==> config.mk <==
export PLATFORM = sky130hd
export DESIGN_NAME = dual_issue_hazard_unit
export DESIGN_NICKNAME = d
export VERILOG_FILES = /design/src/rtl/dual_issue_hazard_unit.sv
export SDC_FILE = /design/constraint.sdc
export NUM_CORES = 1
export LEC_CHECK = 0
export CORE_AREA = 8 8 45 47
export CTS_BUF_LIST = sky130_fd_sc_hd__clkbuf_4
export DETAILED_ROUTE_END_ITERATION = 6
export DIE_AREA = 0 0 53 55
export PLACE_DENSITY = 0.7
export SKIP_CTS_REPAIR_TIMING = 1
export SYNTH_ARGS = -nofsm -noshare
export SYNTH_HDL_FRONTEND = slang
export SYNTH_SLANG_ARGS = --single-unit
==> constraint.sdc <==
create_clock -name clk -period 1.8 [get_ports clk]
set_input_delay 0.36 -clock clk [delete_from_list [all_inputs] [get_ports clk]]
set_output_delay 0.36 -clock clk [all_outputs]
set_load 0.1 [all_outputs]
==> src/rtl/dual_issue_hazard_unit.sv <==
// Dual-issue hazard unit: load-use stalls and intra-bundle RAW split issue for the ALU/LSU pipes.
// Latency: outputs are combinational from state and inputs. Backpressure: it holds PC and IF/ID, and it bubbles ID/EX per pipe. HAZ_STATS_EN adds stall and split counters.
module dual_issue_hazard_unit #(
    parameter int REG_W      = 3,
    parameter int LOAD_STALL = 1
) (
    input  logic             clk,
    input  logic             reset,
    input  logic [REG_W-1:0] IF_ID_rm_1,
    input  logic [REG_W-1:0] IF_ID_rn_1,
    input  logic [REG_W-1:0] IF_ID_rd_1,
    input  logic             IF_ID_RegWrite1,
    input  logic [REG_W-1:0] IF_ID_rm_2,
    input  logic [REG_W-1:0] IF_ID_rn_2,
    input  logic [REG_W-1:0] IF_ID_rd_2,
    input  logic             IF_ID_MemWrite2,
    input  logic             ID_EX_MemRead2,
    input  logic [REG_W-1:0] ID_EX_rd_2,
    output logic             PCWrite,
    output logic             IF_ID_Write,
    output logic             ID_EX_Flush1,
`ifdef HAZ_STATS_EN
    output logic [15:0]      stall_cycles,
    output logic [15:0]      split_events,
`endif
    output logic             ID_EX_Flush2
);

    localparam logic [1:0] RUN      = 2'd0;
    localparam logic [1:0] LU_STALL = 2'd1;
    localparam logic [1:0] SPLIT    = 2'd2;

    // The first bubble is issued from RUN, so LU_STALL counts only the remaining cycles.
    localparam bit         LP_MULTI    = (LOAD_STALL > 1);
    localparam logic [1:0] LP_CNT_INIT = (LOAD_STALL > 1) ? 2'(LOAD_STALL - 2) : 2'd0;

    logic [1:0] r_state;
    logic [1:0] r_stall_cnt;
    logic [1:0] w_state_nxt;
    logic [1:0] w_cnt_nxt;
    logic       w_lu_hit;
    logic       w_dep_hit;

    assign w_lu_hit = ID_EX_MemRead2 && (ID_EX_rd_2 != '0) &&
                      ((ID_EX_rd_2 == IF_ID_rm_1) || (ID_EX_rd_2 == IF_ID_rn_1) ||
                       (ID_EX_rd_2 == IF_ID_rm_2) || (ID_EX_rd_2 == IF_ID_rn_2) ||
                       (IF_ID_MemWrite2 && (ID_EX_rd_2 == IF_ID_rd_2)));

    assign w_dep_hit = IF_ID_RegWrite1 && (IF_ID_rd_1 != '0) &&
                       ((IF_ID_rd_1 == IF_ID_rm_2) || (IF_ID_rd_1 == IF_ID_rn_2) ||
                        (IF_ID_MemWrite2 && (IF_ID_rd_1 == IF_ID_rd_2)));

    always_comb begin
        PCWrite      = 1'b1;
        IF_ID_Write  = 1'b1;
        ID_EX_Flush1 = 1'b0;
        ID_EX_Flush2 = 1'b0;
        w_state_nxt  = r_state;
        w_cnt_nxt    = r_stall_cnt;
        case (r_state)
            RUN: begin
                if (w_lu_hit) begin
                    {PCWrite, IF_ID_Write, ID_EX_Flush1, ID_EX_Flush2} = 4'b0011;
                    if (LP_MULTI) begin
                        w_state_nxt = LU_STALL;
                        w_cnt_nxt   = LP_CNT_INIT;
                    end
                end else if (w_dep_hit) begin
                    {PCWrite, IF_ID_Write, ID_EX_Flush1, ID_EX_Flush2} = 4'b0001;
                    w_state_nxt = SPLIT;
                end
            end
            LU_STALL: begin
                {PCWrite, IF_ID_Write, ID_EX_Flush1, ID_EX_Flush2} = 4'b0011;
                if (r_stall_cnt == 2'd0) begin
                    w_state_nxt = RUN;
                end else begin
                    w_cnt_nxt = r_stall_cnt - 2'd1;
                end
            end
            SPLIT: begin
                // A late load-use on the held bundle takes precedence; the split completes afterwards.
                if (w_lu_hit) begin
                    {PCWrite, IF_ID_Write, ID_EX_Flush1, ID_EX_Flush2} = 4'b0011;
                end else begin
                    {PCWrite, IF_ID_Write, ID_EX_Flush1, ID_EX_Flush2} = 4'b1110;
                    w_state_nxt = RUN;
                end
            end
            default: begin
                w_state_nxt = RUN;
                w_cnt_nxt   = 2'd0;
            end
        endcase
        if (reset) begin
            {PCWrite, IF_ID_Write, ID_EX_Flush1, ID_EX_Flush2} = 4'b1100;
        end
    end

    always_ff @(posedge clk or posedge reset) begin
        if (reset) begin
            r_state     <= RUN;
            r_stall_cnt <= 2'd0;
        end else begin
            r_state     <= w_state_nxt;
            r_stall_cnt <= w_cnt_nxt;
        end
    end

`ifdef HAZ_STATS_EN
    logic [15:0] r_stall_cycles;
    logic [15:0] r_split_events;

    always_ff @(posedge clk or posedge reset) begin
        if (reset) begin
            r_stall_cycles <= 16'd0;
            r_split_events <= 16'd0;
        end else begin
            if (!PCWrite && (r_stall_cycles != 16'hFFFF)) begin
                r_stall_cycles <= r_stall_cycles + 16'd1;
            end
            if ((r_state == SPLIT) && (w_state_nxt == RUN) && (r_split_events != 16'hFFFF)) begin
                r_split_events <= r_split_events + 16'd1;
            end
        end
    end

    assign stall_cycles = r_stall_cycles;
    assign split_events = r_split_events;
`endif

endmodule
Yosys cells after proc, flatten, opt, wreduce, memory -nomap -nowiden. Index checks and enable logic that the tools add are counted.

Input bits: 26. Output and inout bits: 4. Word-level logic and storage cells: 58. Bits in registers: 4.

Bitwise gates (word level): 1. Eq/ne operators: 15. Add/sub/neg operators: 1. Multiplexer cells: 19. Reduce and logical (&&, ||, !) cells: 20.

Operator list (count): 3-bit equality test (8); 2-bit 2-to-1 mux (5); 2-bit inequality test (second input constant) (5); 1-bit 2-to-1 mux (9); 1-bit logical AND (6); 1-bit logical OR (6); 1-bit case mux with 3 select lines (2); 2-bit case mux with 3 select lines (1); 3-bit nonzero test (2); 2-bit logical NOT (2); 2-bit case mux with 2 select lines (1); 4-bit AND reduction (1); 2-bit OR reduction (2); 2-bit by 1-bit equality test with 1-bit output (second input constant) (1); 2-bit equality test (second input constant) (1); 1-bit case mux with 2 select lines (1); 2-bit AND reduction (1); 2-bit by 1-bit subtractor with 2-bit output (second input constant) (1); 1-bit NOT (1).

Logic depth before layout (Yosys ltp). Gate-level depths: netlist of run 1.

Word-level depth: 9. Mapped depth: 7.

Least setup slack after synthesis of run 1. No wires, ideal clock.

Kind: input -> output. From: input ID_EX_rd_2[1]. To: output ID_EX_Flush1. Path buffers: 1. Cell stages on the path: 5. Arrival time: 2.508 ns. Data required time: 1.440 ns. Path slack: -1.068 ns. Cell sequence: buf_6 xor2_1 o31ai_2 o21ai_2 a21oi_1.

Cells in the longest elaborated chain, start to end: 9.

Ends and longest elaborated chain: start: declaration (line 18) `input logic [REG_W-1:0] ID_EX_rd_2,`; 3-bit equality test (line 45) `((ID_EX_rd_2 == IF_ID_rm_1) || (ID_EX_rd_2 == IF_ID_rn_1) ||`; 1-bit logical OR (2 in a row) (line 45); 1-bit logical OR (2 in a row) (line 46) `(ID_EX_rd_2 == IF_ID_rm_2) || (ID_EX_rd_2 == IF_ID_rn_2) ||`; 1-bit logical AND (*) (line 44) `assign w_lu_hit = ID_EX_MemRead2 && (ID_EX_rd_2 != '0) &&`; 1-bit 2-to-1 mux (*) (line 62) `if (w_lu_hit) begin`; 1-bit case mux with 2 select lines (*) (line 60) `case (r_state)`; 1-bit 2-to-1 mux (*) (line 95) `if (reset) begin`; end: declaration (line 21) `output logic ID_EX_Flush1,`.

Mark *: on every way between the ends. The rest lies on a longest branch, timed or not.

Worst setup path in the final report of run 1.
From: input IF_ID_rn_2[2]. To: output IF_ID_Write.

Cells in the longest elaborated chain, start to end: 8.

Ends and longest elaborated chain: start: declaration (line 14) `input logic [REG_W-1:0] IF_ID_rn_2,`; 3-bit equality test (line 50) `((IF_ID_rd_1 == IF_ID_rm_2) || (IF_ID_rd_1 == IF_ID_rn_2) ||`; 1-bit logical OR (2 in a row) (line 50); 1-bit logical AND (line 49) `assign w_dep_hit = IF_ID_RegWrite1 && (IF_ID_rd_1 != '0) &&`; 1-bit 2-to-1 mux (line 68) `end else if (w_dep_hit) begin`; 1-bit 2-to-1 mux (line 62); 1-bit case mux with 3 select lines (*) (line 60); 1-bit 2-to-1 mux (*) (line 95); end: declaration (line 20) `output logic IF_ID_Write,`.

Marks and branches as above.

==> impl_results.md, run 1 <==
- CTS clk-pin slew, worst paths: 0 ns
- Total Wirelength: 1316 um
- Slew Limit Fails: 0
- Status: finished with violations
- Hold_sp: r_state[1]$_DFFE_PP0P_
- Vias in the first global route: 551
- Synth Warn #: 0
- Largest net degree at the start of global routing: 7
- Flip-flop and latch count after synthesis: 1
- Global-route wire length before repair: 2125 um
- Drt first-iter violations: 3
- Final worst path period share: 109.4%
- Largest area contributor in the netlist: xnor2_1
- Post-synthesis sequential area ratio: 6.173%
- Biggest regs: r_state (1)
- N_diodes: 0
- Vias: 463
- Max-Cap Viols: 0
- Relative slew slack: 80.58%
- Worst hold path cell count: 2
- Width of the die: 53 um
- Startpoint types: input pin
- FP Rows: 14
- I/O pin cnt: 30
- Required time of the critical path: 1.44 ns
- Fin Hold WS: 0.5614 ns
- Drt first pass iters: 2
- Initial Util: 29.29%
- DP Wirelength: 1179 um
- Fmax: 507.8 MHz
- Mean routed wirelength per cell: 12.90 um
- PortBufs: 29
- R2R setup slack: 0.83 ns
- Die area: 0.002915 mm^2
- Fraction of layout cells with a size suffix above 1: 51.16%
- Cells after Synth: 48
- CORE AREA: 0.001384 mm^2
- GRT Overall Usage: 8.779%
- FF-to-FF path depth: 3
- Hold Vio Cnt, Final: 0
- Worst setup EP type: primary output
- Max FFs per register: 1
- Antenna violations before repair: 0
- Failing checks: negative setup slack
- Area growth from synthesis to layout: 132.4%
- Peak supply drop: 172.1 uV
- Top reg by flops: r_state
- Final core utilization: 68.08%
- Worst Max-Slew Pin Slew: 0.2904 ns
- RSZ-0062 raised after global routing: yes
- Post-synthesis average cell area: 8.446 um^2
- Die span in y: 55 um
- Final GP Congestion: 0.6898
- Sum Neg Setup Slack: -0.6661 ns
- Total power: 0.0003755 W
- Syn_nets: 74
- Reg-to-Reg Start: r_state[1]$_DFFE_PP0P_
- Hold Path End: r_state[1]$_DFFE_PP0P_
- Post-route setup slack: -0.1693 ns
- Synth top area share: 38.89%
- CP max FO: 3
- Crit path kind: in2out
- HP Class: reg2reg
- Top cells by area, synth: xnor2_1 (39%), xor2_1 (11%), dfrtp_1 (6.2%)
- Worst Clk Skew: 0 ns
- PD cells: 398.6 mW/mm^2
- Critical Path AT: 1.61 ns
- Detail Route Antenna Nets: 0
- Final nets: 114
- Vias per inst: 4.539
- FF-to-FF End: r_state[1]$_DFFE_PP0P_
- Synth cell types: 17
- Mapped cell area: 405.4 um^2
- GR Overflow Total: 0
- Clock latency at the later pin of the worst-skew pair: 0 ns
- Final setup fails: 4
- Leak: 0.4644 nW
- Fin crit period: 1.969 ns
- DRC Markers: 0
-- per-stage QoR --
step                setup WS (ns)  instance area [um^2]  instances
finish                    -0.1693                 942.2        102
global route              -0.2589                 942.2        102
CTS                       -0.6292                 843.3        100
detailed placement        -0.6315                 843.3        100
global placement          -0.5997                 843.3        100
floorplan                 -0.1772                 467.9         48
-- layout make-up --
| cell class | instances | area (um^2) |
|---|---|---|
| sequential | 1 | 25.02 |
| multi-input combinational | 41 | 439.2 |
| tap | 16 | 20.02 |
| inverter | 2 | 7.507 |
| fill | 118 | 441.7 |
| timing repair buffer | 42 | 450.4 |
-- layout by cell type (no fill, tap or decap), types with 2 or more instances in the layout --
master           netlist  routed
xnor2_1               18      15
dlymetal6s2s_1         0      10
buf_6                  2       8
buf_4                  2       8
clkbuf_2               0       6
xor2_2                 1       4
nand3_1                5       4
buf_12                 0       4
nand4_1                3       3
xnor2_2                0       3
clkdlybuf4s50_1        0       3
inv_1                  2       2
xor2_1                 5       2
a21oi_4                0       2
buf_8                  0       2
-- worst max-delay path: stages --
cell and delay, ns:
buf_8 0.10, xor2_2 0.16, o311ai_2 0.26, nand4_1 0.25, a21o_4 0.31, buf_12 0.16
-- power by group --
part | leakage, nW | internal, W | switching, W
Combinational | 0.451 | 0.000174 | 0.000175
Clock | 0 | 0 | 0
Sequential | 0.0135 | 0.0000257 | 0.000000754
Total | 0.464 | 0.000200 | 0.000176
-- cell usage after synthesis (all sizes together) --
cell     n
nand4    3
buf      4
o21ai    1
a21o     1
o31ai    1
a21oi    2
inv      2
or3      1
o311ai   1
xnor2   18
nand3    5
xor2     6
mux2i    1
dfrtp    1
o31a     1
-- kinds of logic (layout without fill, tap and decap cells) --
| group | count (synthesis) | in the layout | synth area share (%) |
|---|---|---|---|
| AOI/OAI and AO/OA | 7 | 7 | 14.20 |
| DFF | 1 | 1 | 6.172 |
| and+or+nand+nor | 9 | 9 | 12.35 |
| muxes | 1 | 1 | 2.469 |
| buffers and inverters | 6 | 44 | 11.11 |
| xor gates and xnor gates | 24 | 24 | 53.70 |
-- metal layers --
metal | share of wire (%) | global-route usage, % | up-vias | routed length (um)
met2 | 59 | 19.92 | 15 | 770
li1 | - | - | 236 | -
met1 | 37 | 8.459 | 212 | 484
met5 | 0 | 0 | - | 0
met4 | 0 | 0 | 0 | 0
met3 | 4.6 | 0.8021 | 0 | 61
-- worst max path at each step --
stage,start,endpoint,slack (ns),cells past startpoint
detailed placement,IF_ID_rd_1[1],IF_ID_Write,-0.63,6
CTS,IF_ID_rd_1[1],IF_ID_Write,-0.63,6
global route,IF_ID_rm_2[1],IF_ID_Write,-0.26,7
floorplan,IF_ID_rd_1[1],ID_EX_Flush2,-0.18,4
finish,IF_ID_rn_2[2],IF_ID_Write,-0.17,6
global placement,IF_ID_rd_1[1],IF_ID_Write,-0.60,6
No activity file was read; power rests on OpenSTA's default activity.
==> inputs of run 2 (changes only) <==
--- a/config.mk
+++ b/config.mk
@@ -5,10 +5,10 @@
 export SDC_FILE = /design/constraint.sdc
 export NUM_CORES = 1
 export LEC_CHECK = 0
-export CORE_AREA = 8 8 45 47
+export CORE_AREA = 2 2 39 41
 export CTS_BUF_LIST = sky130_fd_sc_hd__clkbuf_4
 export DETAILED_ROUTE_END_ITERATION = 6
-export DIE_AREA = 0 0 53 55
+export DIE_AREA = 0 0 41 43
 export PLACE_DENSITY = 0.7
 export SKIP_CTS_REPAIR_TIMING = 1
 export SYNTH_ARGS = -nofsm -noshare
==> run 2 against run 1 <==
Against the previous run:
- highest routed layer unchanged
- global-route usage up 4.9 points
- the run still ends with negative setup slack left
- setup slack worse by 0.040 ns
- first-iteration DRC count down 100%
- core utilization down 3.5 points
- sequential cell count unchanged
- worst hold slack better by 0.0089 ns
- sequential power about the same
- design area down 5.2%
- clock skew unchanged
- die area down 40%
==> impl_results.md, run 2 (synthesized netlist as in run 1, its figures left out) <==
- Status: finished with violations
- Failing checks: negative setup slack
- Vias per inst: 4.584 (+0.99%)
- Largest stage delay, worst path: 0.32 ns (about the same)
- GRT Overall Usage: 13.71% (+4.9 points)
- DRC Markers: 0 (unchanged)
- Relative slew slack: 80.23% (-0.35 points)
- Drt first pass iters: 1 (-1)
- Final worst path period share: 111.6% (+2.2 points)
- Detail Route Antenna Nets: 0 (unchanged)
- Fill count: 122 (+3.4%)
- DP Wirelength: 991.8 um (-16%)
- Worst setup EP type: primary output
- Required time of the critical path: 1.44 ns (about the same)
- CTS clk-pin slew, worst paths: 0 ns (unchanged)
- N_diodes: 0 (unchanged)
- Peak supply drop: 147.7 uV (-14%)
- Area growth from synthesis to layout: 120.4%
- Width of the die: 41 um (-23%)
- Leak: 0.4406 nW (-5.1%)
- Fin crit period: 2.009 ns (+0.03957 ns)
- Slowest-stage cell, CP: a21o_4
- Die area: 0.001763 mm^2 (-40%)
- Max-Cap Viols: 0 (unchanged)
- Commonest non-fill, non-tap cell in the layout: xnor2_1
- FP Rows: 14 (unchanged)
- Top reg by flops: r_state
- Max FFs per register: 1 (unchanged)
- Slew Limit Fails: 0 (unchanged)
- Total Wirelength: 1189 um (-9.7%)
- Die span in y: 43 um (-22%)
- Antenna violations before repair: 0 (unchanged)
- Post-route setup slack: -0.2089 ns (-0.03957 ns)
- Final core utilization: 64.56% (-3.5 points)
- Final setup fails: 4 (unchanged)
- Total power: 0.0003637 W (-3.1%)
- Fmax: 497.8 MHz (-2.0%)
- Critical path cell sequence: buf_8 -> xor2_1 -> o311ai_1 -> nand4_1 -> a21o_4 -> buf_12
- Biggest regs: r_state (1)
- PD cells: 407.1 mW/mm^2 (+2.1%)
- CP max FO: 4 (+1)
- Global-route wire length before repair: 1800 um (-15%)
- DP Worst Slack: -0.6426 ns (-0.01107 ns)
- Initial Util: 29.29% (unchanged)
- CORE AREA: 0.001384 mm^2 (unchanged)
- Startpoint types: input pin
- Critical Path AT: 1.65 ns (+0.04 ns)
- Vias in the first global route: 485 (-12%)
- Clock latency at the later pin of the worst-skew pair: 0 ns (unchanged)
- Worst Clk Skew: 0 ns (unchanged)
- Crit path kind: in2out
- I/O pin cnt: 30 (unchanged)
- RSZ-0062 raised after global routing: yes
- Mean routed wirelength per cell: 11.77 um (-8.8%)
- Worst Max-Slew Pin Slew: 0.2956 ns (+0.005190 ns)
- Most frequent cells in the layout: xnor2_1 (15), buf_4 (11), dlymetal6s2s_1 (9)
- PortBufs: 29 (unchanged)
- Final nets: 113 (-0.88%)
- Largest net degree at the start of global routing: 7 (unchanged)
- Hold Vio Cnt, Final: 0 (unchanged)
- Final GP Congestion: 0.6646 (-3.7%)
- Fin Hold WS: 0.5703 ns (+0.008900 ns)
- Vias: 463 (unchanged)
- GR Overflow Total: 0 (unchanged)
- Fraction of layout cells with a size suffix above 1: 49.41% (-1.8 points)
- HP Class: reg2reg
- Drt first-iter violations: 0 (-3)
==> run 2: changes by cell type in the layout (fill, tap and decap cells not counted) <==
cell and change:
buf_6 -3, buf_8 -1, o311ai_1 +1, xor2_1 +1, o311ai_2 -1, xor2_2 -1, dlymetal6s2s_1 -1, clkbuf_2 +1
buf_4 +3
==> run 2: report_power, final <==
group	switching, W	internal (W)	total [W]
Clock	0	0	0
Sequential	0.000000656	0.0000256	0.0000263
Combinational	0.000174	0.000163	0.000337
==> run 2: critical path: cells and delay by family <==
family	cells	cell delay, ns
buffers and inverters	2	0.26
AO/OA/AOI/OAI	2	0.60
XOR/XNOR	1	0.15
AND/OR/NAND/NOR	1	0.27
==> run 2: worst paths after layout <==
path | from | to | slack, ns | cells after the start
hold reg to reg | r_state[1]$_DFFE_PP0P_ | r_state[1]$_DFFE_PP0P_ | 0.57 | 2
hold / removal | r_state[1]$_DFFE_PP0P_ | r_state[1]$_DFFE_PP0P_ | 0.57 | 2
setup reg to reg | r_state[1]$_DFFE_PP0P_ | r_state[1]$_DFFE_PP0P_ | 0.68 | 4
min in group asynchronous | reset | r_state[1]$_DFFE_PP0P_ | 0.71 | 2
setup / recovery | IF_ID_rd_1[0] | PCWrite | -0.21 | 6
max in group asynchronous | reset | r_state[1]$_DFFE_PP0P_ | 0.99 | 2
==> run 2: layout make-up <==
type                       instances  area (um^2)  share of cell area (%)
inverter                           2        7.507                  0.8403
multi-input combinational         41        424.2                   47.48
sequential                         1        25.02                   2.801
tap                               16        20.02                   2.241
timing repair buffer              41        416.7                   46.64
==> run 2: stage by stage <==
| stage | area [um^2] | TNS, ns | std cells |
|---|---|---|---|
| final | 893.4 | -0.6160 | 101 |
| after floorplan | 467.9 | -0.5083 | 48 |
| after global placement | 835.8 | -2.463 | 99 |
| after CTS | 835.8 | -2.629 | 99 |
| after detailed placement | 835.8 | -2.633 | 99 |
| after global routing | 893.4 | -0.8160 | 101 |
==> run 2: routing by layer <==
layer  routed length (um)  global-route usage, %
met4                    0                      0
met3                   44                      0
met5                    0                      0
met2                  720                  27.81
met1                  424                  15.29
